`config.mk`:
```
export PLATFORM = sky130hd
export DESIGN_NAME = wishbone_counter_reg
export DESIGN_NICKNAME = d
export VERILOG_FILES = /design/src/rtl/wishbone_counter_reg.sv
export SDC_FILE = /design/constraint.sdc
export NUM_CORES = 1
export LEC_CHECK = 0
export ABC_CLOCK_PERIOD_IN_PS = 2190
export CAP_MARGIN = 20
export CORE_AREA = 2 2 79 81
export DETAILED_ROUTE_END_ITERATION = 8
export DIE_AREA = 0 0 81 83
export DONT_BUFFER_PORTS = 1
export PLACE_DENSITY = 0.62
export SETUP_SLACK_MARGIN = 0.2
export SLEW_MARGIN = 20
export SYNTH_ARGS = -nofsm -noshare
export SYNTH_HDL_FRONTEND = slang
export SYNTH_SLANG_ARGS = --single-unit
```
`constraint.sdc`:
```
create_clock -name wb_clk_i -period 2.19 [get_ports wb_clk_i]
set_input_delay 0.438 -clock wb_clk_i [delete_from_list [all_inputs] [get_ports wb_clk_i]]
set_output_delay 0.438 -clock wb_clk_i [all_outputs]
set_load 0.02 [all_outputs]
```
`src/rtl/wishbone_counter_reg.sv`:
```
// Free-running 32-bit counter with Wishbone and SPI-side write ports; both ports read it back.
// Optional WBT_ADDR_MATCH_EN: writes apply only on address match (WB: BASE_ADDR, SPI: 0).

module wbc_byte_lane #(
  parameter int VEC_W = 8
) (
  input  logic             spi_we,
  input  logic             wb_wr,
  input  logic             sel,
  input  logic [VEC_W-1:0] spi_byte,
  input  logic [VEC_W-1:0] wb_byte,
  input  logic [VEC_W-1:0] inc_byte,
  output logic [VEC_W-1:0] nxt_byte
);
  always_comb begin
    nxt_byte = inc_byte;
    if (spi_we)            nxt_byte = spi_byte;
    else if (wb_wr && sel) nxt_byte = wb_byte;
  end
endmodule

module wishbone_counter_reg #(
  parameter logic [31:0] RESET_VALUE = 32'h0000_0000,
  parameter logic [31:0] BASE_ADDR   = 32'h3000_0000
) (
  input  logic        wb_clk_i,
  input  logic        wb_rst_i,
  input  logic        wb_stb_i,
  input  logic        wb_cyc_i,
  input  logic        wb_we_i,
  input  logic [3:0]  wb_sel_i,
  input  logic [31:0] wb_dat_i,
  input  logic [31:0] wb_adr_i,
  output logic        wb_ack_o,
  output logic [31:0] wb_dat_o,
  input  logic        spi_we_i,
  input  logic [31:0] spi_data_i,
  input  logic [31:0] spi_addr_i,
  output logic [31:0] spi_data_o
);
  localparam int NUM_LANES = 4;
  localparam int VEC_W     = 8;

  logic [NUM_LANES-1:0][VEC_W-1:0] count, count_inc, count_nxt, spi_lanes, wb_lanes;
  logic wb_hit, spi_hit, wb_wr, spi_wr;

`ifdef WBT_ADDR_MATCH_EN
  assign wb_hit  = (wb_adr_i == BASE_ADDR);
  assign spi_hit = (spi_addr_i == 32'h0);
`else
  // Addresses are don't-care in the default build.
  logic unused_addr;
  assign unused_addr = ^{wb_adr_i, spi_addr_i, BASE_ADDR};
  assign wb_hit      = 1'b1;
  assign spi_hit     = 1'b1;
`endif

  assign wb_wr     = wb_cyc_i & wb_stb_i & wb_we_i & wb_hit;
  assign spi_wr    = spi_we_i & spi_hit;
  assign count_inc = count + 32'd1;
  assign spi_lanes = spi_data_i;
  assign wb_lanes  = wb_dat_i;

  // Unselected bytes take the incremented value, so carries still propagate.
  for (genvar l = 0; l < NUM_LANES; l++) begin : g_lane
    wbc_byte_lane #(.VEC_W(VEC_W)) u_lane (
      .spi_we   (spi_wr),
      .wb_wr    (wb_wr),
      .sel      (wb_sel_i[l]),
      .spi_byte (spi_lanes[l]),
      .wb_byte  (wb_lanes[l]),
      .inc_byte (count_inc[l]),
      .nxt_byte (count_nxt[l])
    );
  end

  always_ff @(posedge wb_clk_i or negedge wb_rst_i) begin
    if (!wb_rst_i) begin
      count    <= RESET_VALUE;
      wb_ack_o <= 1'b0;
    end else begin
      count    <= count_nxt;
      wb_ack_o <= wb_cyc_i & wb_stb_i;
    end
  end

  assign wb_dat_o   = count;
  assign spi_data_o = count;
endmodule

```
# [After elaboration in Yosys (flattened, before gate mapping)]
# Index checks and enable logic that the tools add are counted.
# Widths: inputs -> output; s select.
[word_totals] reg_bits=33 output_inout_bits=65 wordCells=20
[op_classes] n_addsub=1 mux=8 bitwise=2 n_reduce_logical=4
[op_table] cell="$mux 8" count=8
[op_table] cell="$add 32x1->32 const B" count=1
[op_table] cell="$logic_and 1x1->1" count=4
[op_table] cell="$and 1x1->1" count=2

# [Depth between registers and ports, before layout]
# Gate-level depths: netlist of run 1.
[logic_depth] ltp_word=5 mapped_depth=6 ltp_nobuf=6

# [Cells and area by module]
# From an unflattened synthesis of run 1, not the netlist that was laid out.
[unflattened] hier_cells=314 area_unflattened_um2=2812.7
[by_module_without_submodules] module="wishbone_counter_reg" instances=1 cells_each=162 area_each_um2=1756.7
[by_module_without_submodules] module="wbc_byte_lane" instances=4 cells_each=38 area_each_um2=264.0

# [Worst setup path before layout of run 1]
# OpenSTA, ideal clock, no wires.
[synth_timing] path_kind="register to register" start="register count (netlist bit spi_data_o[5])" end="register count (netlist bit spi_data_o[13])" arrival_time_ps=1778 required_ps=2064 setup_slack_ps=286 stages_incl_launch_ff=7 cell_sequence="dfrtp_1 > nand4_2 > or2_2 > buf_2 > nor3_1 > xor2_1 > a221o_1"
[synth_lines] item="start, declared" line_no="44" source="logic [NUM_LANES-1:0][VEC_W-1:0] count, count_inc, count_nxt, spi_lanes, wb_lanes;"
[synth_lines] item="start signal, assigned" line_no="82" source="count <= count_nxt;"

==> flow_summary.toml, run 1 <==
[logic_synthesis]
synth_area_um2 = 2370
synth_top_family_by_area = "simple AND/OR/NAND/NOR gates"
synth.most_common_cell = "nand2_1"
synth.avg_cell_area_um2 = 8.617
synth_top_cells_by_count = "39 x nand2_1, 33 x dfrtp_1, 32 x buf_4, 19 x o21ai_0, 16 x xor2_1"
synthAdderAreaFrac_pct = 0.5280
yosysSeqAreaShare_pct = 34.85
ys_ff_latch = 33
async_flop_share_pct = 100.0
synth_cell_type_count = 37
synthCells = 275
synth_top_area_share_pct = 34.85
muxShareOfSynthArea_pct = 3.854
synth_simple_gate_area_share_pct = 23.81
synth-compound-area-share_pct = 12.72
yosysWarningCount = 0
synth_area_leaders = "dfrtp_1 35%, buf_4 10%, nand2_1 6.2%"
yosysTopAreaCell = "dfrtp_1"
synth_xor_area_share_pct = 10.72
synth_nets = 414
synth-main-ff-cell = "dfrtp_1"
synth_edf_count = 0

[die]
num_io_pins = 203
die_height_um = 83
start_util_pct = 40.75
fp.dieW_um = 81
rows = 28
fp.dieArea_um2 = 6723
design.core.area_um2 = 5816

[timing]
maxSlewViolCount = 0
finalCritPeriodShare_pct = 83.21
finalSetupViolCount = 0
whs_ns = 0.2590
hold_viol = 0
final.min_clock_period_ns = 1.822
fin_skew_ns = 0.005491
fin_ws_ns = 0.3677
max_freq_ghz = 0.5487
tns_ns = 0
tightest_slew_ns = 0.6035
relSlewSlack_pct = 59.62
rsz0062_at_grt = "no"

[detailed_routing]
drtIter0Drc = 116
dr.max_layer_used = "met4"
vias = 1972
drc = 0
post_drt_wl_per_cell_um = 18.22
drtPass1Iterations = 4
wl_met2_mm = 2.811
wl_met1_mm = 2.926
finalWirelength_mm = 6.522
vias_per_cell = 5.508
final_antenna_net_count = 0
wl_met3_um = 715

[clocking]
cts_buffers = 5
cts_tree = "done"
insertion_delay_ns = 0.28
clkTransAtPathRegs_ns = 0.07
cts_sinks = 33
cts_root_buffer = "clkbuf_8"
clk_path_buf_depth = 2
htree_num_levels = 2

[global_route]
antenna_found_initial = 0
grt.total_usage_pct = 19.70
grt_pass1_vias = 1905
grt_max_degree = 60
grt_overflow = 0
grt_pass1_wl_mm = 10.24

[finish]
num_antenna_cells = 0
area_growth_pct = 10.61
fillCellCount = 594
final_layout_size_suffix_gt1_share_pct = 22.26
finalNetCount = 422
final_core_util_pct = 45.07

[setup_path]
cp.arrival_ns = 1.98
r2r-start = "spi_data_o[9]"
criticalPathCategory = "flop to flop"
reg2reg_slack_ns = 0.37
crit_path_end_kind = "flop"
r2r_cells = 5
critPathLaunchType = "flop"
setup.worst_path.end = "spi_data_o[23]"
crit_path_start = "spi_data_o[9]"
critPathRequiredTime_ns = 2.35
r2r_end = "spi_data_o[23]"
crit_fanout = 6

[place]
routabilityCongestion = 0.8446
dp_hpwl_mm = 4.966
dpl_worst_slack_ns = 0.2050
port_buffers = 0

[pwr]
ir_drop_mv = 0.2538
p_leak_uw = 0.001132
p_per_area_nw_per_um2 = 672.2

[flow_run]
max_cap_viol_count = 0

[min_path]
hold_class = "primary input to flop"
min_from = "spi_we_i"

[status]
outcome = "finished, final reports clean"
## power breakdown
group | internal (µW) | total, µW | leakage (µW) | switching, µW
combinational | 196 | 548 | 0.000693 | 352
clock | 250 | 473 | 0.0000443 | 223
sequential | 673 | 741 | 0.000395 | 67.8
total | 1120 | 1760 | 0.00113 | 643
## worst max-delay path, stage by stage (launching register included)
cell	delay (ns)
dfrtp_1	0.44
nand3_1	0.18
or4_4	0.54
nor4_4	0.26
xnor2_1	0.17
o221ai_2	0.10
## cell families (layout without fill, tap and decap cells)
| family | count (synthesis) | count (layout) |
|---|---|---|
| buffers and inverters | 53 | 61 |
| AOI/OAI and AO/OA | 45 | 45 |
| xor gates and xnor gates | 29 | 29 |
| muxes | 9 | 9 |
| adders and majority gates | 1 | 1 |
| DFF | 33 | 33 |
| and+or+nand+nor | 105 | 105 |
## metrics by stage
stage          std cells  total power (µW)  instance area [µm²]
6_report             358              1762                 2621
5_1_grt              358              1862                 2621
4_1_cts              356              1769                 2596
3_5_place_dp         347              1275                 2477
3_3_place_gp         347              1268                 2477
2_1_floorplan        275              1203                 2370
## routing by layer
| layer | up-vias | track usage, % |
|---|---|---|
| li1 | 948 | - |
| met2 | 106 | 28.32 |
| met5 | - | 0 |
| met4 | 0 | 4.622 |
| met3 | 7 | 6.739 |
| met1 | 911 | 28.32 |
## final cells by class
type / count / area, µm² / share of cell area [%]
Clock buffer: 7 / 86.33 / 3.294
Sequential cell: 33 / 825.8 / 31.50
Timing Repair Buffer: 43 / 337.8 / 12.89
Tap cell: 75 / 93.84 / 3.580
Multi-Input combinational cell: 189 / 1236 / 47.16
Inverter: 11 / 41.29 / 1.575
## timing repair
| item | 4_1_cts | 5_1_grt |
|---|---|---|
| buffers inserted | 0 | 2 |
| resized for setup | 1 | 2 |
| hold endpoints to repair | 33 | 0 |
| endpoints found under the setup margin | 1 | 7 |
| hold buffers | 2 | 0 |
## registers in the layout, summed over array words and instances, names as in the netlist
| register | count |
|---|---|
| spi_data_o | 32 |
| wb_ack_o | 1 |
## worst min-delay path by stage
stage	endpoint	slack (ns)	cells after the start
final	spi_data_o[3]	0.26	1
after global routing	spi_data_o[1]	0.25	1
after CTS	spi_data_o[4]	0.25	1
after detailed placement	spi_data_o[27]	0.14	0
after global placement	spi_data_o[27]	0.14	0
after floorplan	spi_data_o[0]	0.14	0
## placed cells by master (no fill, tap or decap), types with 6 or more instances in the layout
| master | n |
|---|---|
| o221ai_1 | 6 |
| nand2_1 | 39 |
| o21ai_0 | 19 |
| xor2_1 | 16 |
| a22oi_1 | 8 |
| dfrtp_1 | 33 |
| nor3_1 | 7 |
| nand3_1 | 11 |
| mux2i_1 | 8 |
| buf_4 | 41 |
| nor2_1 | 15 |
| inv_1 | 11 |
| xnor2_1 | 13 |
| clkbuf_8 | 6 |
| nand4_1 | 9 |
No activity file was read; power rests on OpenSTA's default activity.
==> inputs of run 2 (changes only) <==
--- a/config.mk
+++ b/config.mk
@@ -5,7 +5,7 @@
 export SDC_FILE = /design/constraint.sdc
 export NUM_CORES = 1
 export LEC_CHECK = 0
-export ABC_CLOCK_PERIOD_IN_PS = 2190
+export ABC_CLOCK_PERIOD_IN_PS = 1900
 export CAP_MARGIN = 20
 export CORE_AREA = 2 2 79 81
 export DETAILED_ROUTE_END_ITERATION = 8
==> constraint.sdc (replaced) <==
create_clock -name wb_clk_i -period 1.9 [get_ports wb_clk_i]
set_input_delay 0.38 -clock wb_clk_i [delete_from_list [all_inputs] [get_ports wb_clk_i]]
set_output_delay 0.38 -clock wb_clk_i [all_outputs]
set_load 0.02 [all_outputs]
==> flow_summary.toml, run 2 (same netlist as run 1, synthesis figures left out) <==
[setup_path]
reg2reg_slack_ns = 0.20
path_cells = "nand2_1 -> or4_4 -> nor3_2 -> xnor2_1 -> o221ai_1"
r2r-start = "spi_data_o[15]"
cp.arrival_ns = 1.85
slowest_delay_ns = 0.61
r2r_end = "spi_data_o[19]"
crit_fanout = 5
path_depth = 5
setup.worst_path.end = "spi_data_o[19]"
criticalPathCategory = "flop to flop"
crit_path_start = "spi_data_o[15]"
cp_slowest_cell = "or4_4"
cp_top_family = "simple AND/OR/NAND/NOR gates"
critPathRequiredTime_ns = 2.05
path_buf_inv = 0
r2r_cells = 5
critPathLaunchType = "flop"
crit_path_end_kind = "flop"

[detailed_routing]
finalWirelength_mm = 6.738
drtIter0Drc = 99
final_antenna_net_count = 0
post_drt_wl_per_cell_um = 18.51
vias_per_cell = 5.588
drtPass1Iterations = 6
vias = 2034
drc = 0

[clocking]
cts_tree = "done"
cts_root_buffer = "clkbuf_8"
clk_path_buf_depth = 2
cts_sinks = 33
htree_num_levels = 2
cts_buffers = 5
insertion_delay_ns = 0.29
clkTransAtPathRegs_ns = 0.07

[timing]
hold_viol = 0
rsz0062_at_grt = "yes"
max_freq_ghz = 0.5887
final.min_clock_period_ns = 1.699
maxSlewViolCount = 0
finalCritPeriodShare_pct = 89.41
tightest_slew_ns = 0.5794
finalSetupViolCount = 0
tns_ns = 0
relSlewSlack_pct = 61.37
fin_skew_ns = 0.007393

[pwr]
switching_share_pct = 36.58
seq_power_share_pct = 40.6
combPwrFrac_pct = 31.6
pwr-share-clk_pct = 27.8
p_int_uw = 1363
p_leak_uw = 0.001211
p_per_area_nw_per_um2 = 758.2
p_switching_uw = 786.3
ir_drop_mv = 0.3147

[place]
port_buffers = 0
routabilityCongestion = 0.7814
dpl.cell_count = 349
dp_hpwl_mm = 5.078
placed_cell_area_um2 = 2562

[finish]
final_common_cell = "buf_4"
finish.instance_area_um2 = 2835
most-common-layout-cells = "43 x buf_4, 36 x nand2_1, 20 x dfrtp_2"
area_growth_pct = 19.64
final_layout_size_suffix_gt1_share_pct = 35.64
final_core_util_pct = 48.75
finalNetCount = 427
num_antenna_cells = 0
largest_reg_flops = 32
fillCellCount = 585
stdcell_count = 364

[die]
fp.dieArea_um2 = 6723
rows = 28
start_util_pct = 40.75
num_io_pins = 203
die_height_um = 83
fp.dieW_um = 81
design.core.area_um2 = 5816

[status]
outcome = "finished, final reports clean"

[flow_run]
max_cap_viol_count = 0

[global_route]
grt_overflow = 0
grt_max_degree = 60
grt_pass1_vias = 2055
grt.total_usage_pct = 20.55
antenna_found_initial = 0
grt_pass1_wl_mm = 10.61

[min_path]
hold_class = "primary input to flop"
hold_path_depth = 1
## run 2: power by group through the flow
stage / Clock (µW) / Combinational (µW) / Sequential [µW]
floorplan: 0 / 413 / 996
global placement: 0 / 608 / 879
detailed placement: 0 / 617 / 881
CTS: 610 / 661 / 869
global route: 643 / 735 / 884
finish: 598 / 680 / 872
## run 2: how the worst min path moves through the flow
stage | slack [ns] | to | startpoint
6_report | 0.18 | spi_data_o[16] | spi_we_i
5_1_grt | 0.18 | spi_data_o[10] | spi_we_i
4_1_cts | 0.18 | spi_data_o[10] | spi_we_i
3_5_place_dp | 0.09 | spi_data_o[31] | wb_rst_i
3_3_place_gp | 0.09 | spi_data_o[26] | wb_rst_i
2_1_floorplan | 0.08 | spi_data_o[0] | wb_rst_i
## run 2: timing repair
| action | CTS | global route |
|---|---|---|
| hold buffers | 2 | 0 |
| pin swaps | 7 | 11 |
| buffers inserted | 3 | 2 |
| hold endpoints to repair | 33 | 0 |
| setup endpoints to repair | 13 | 22 |
| gates resized for setup | 7 | 17 |
## run 2: worst reg2reg max path, stage by stage (launching register included)
cell	delay (ns)
dfrtp_2	0.40
nand2_1	0.08
or4_4	0.61
nor3_2	0.17
xnor2_1	0.16
o221ai_1	0.14
## run 2: area by class of cell
cell class | count | area (µm²) | area share (%)
clock buffers | 7 | 96.34 | 3.398
inverters | 11 | 41.29 | 1.456
repair buffers | 48 | 394.1 | 13.90
flip-flops and latches | 33 | 850.8 | 30.01
multi-input cells | 189 | 1354 | 47.75
well taps | 75 | 93.84 | 3.310
clock inverters | 1 | 5.005 | 0.1765
## run 2: metal layers
| layer | GRT usage [%] | share of wire (%) | vias up | wire length, µm |
|---|---|---|---|---|
| met1 | 27.86 | 43 | 953 | 2887 |
| met2 | 30.95 | 46 | 113 | 3070 |
| met3 | 6.522 | 10 | 9 | 682 |
| met5 | 0 | 0 | - | 0 |
| li1 | - | - | 959 | - |
| met4 | 6.471 | 1.4 | 0 | 97 |
## run 2: through the flow
stage | hold WS (ns) | total power (µW) | worst slack [ns]
finish | 0.1777 | 2150 | 0.2013
global route | 0.1801 | 2262 | 0.1229
CTS | 0.1813 | 2140 | 0.1914
detailed placement | 0.08519 | 1498 | 0.04222
global placement | 0.08523 | 1487 | 0.05389
floorplan | 0.08441 | 1408 | 0.1841
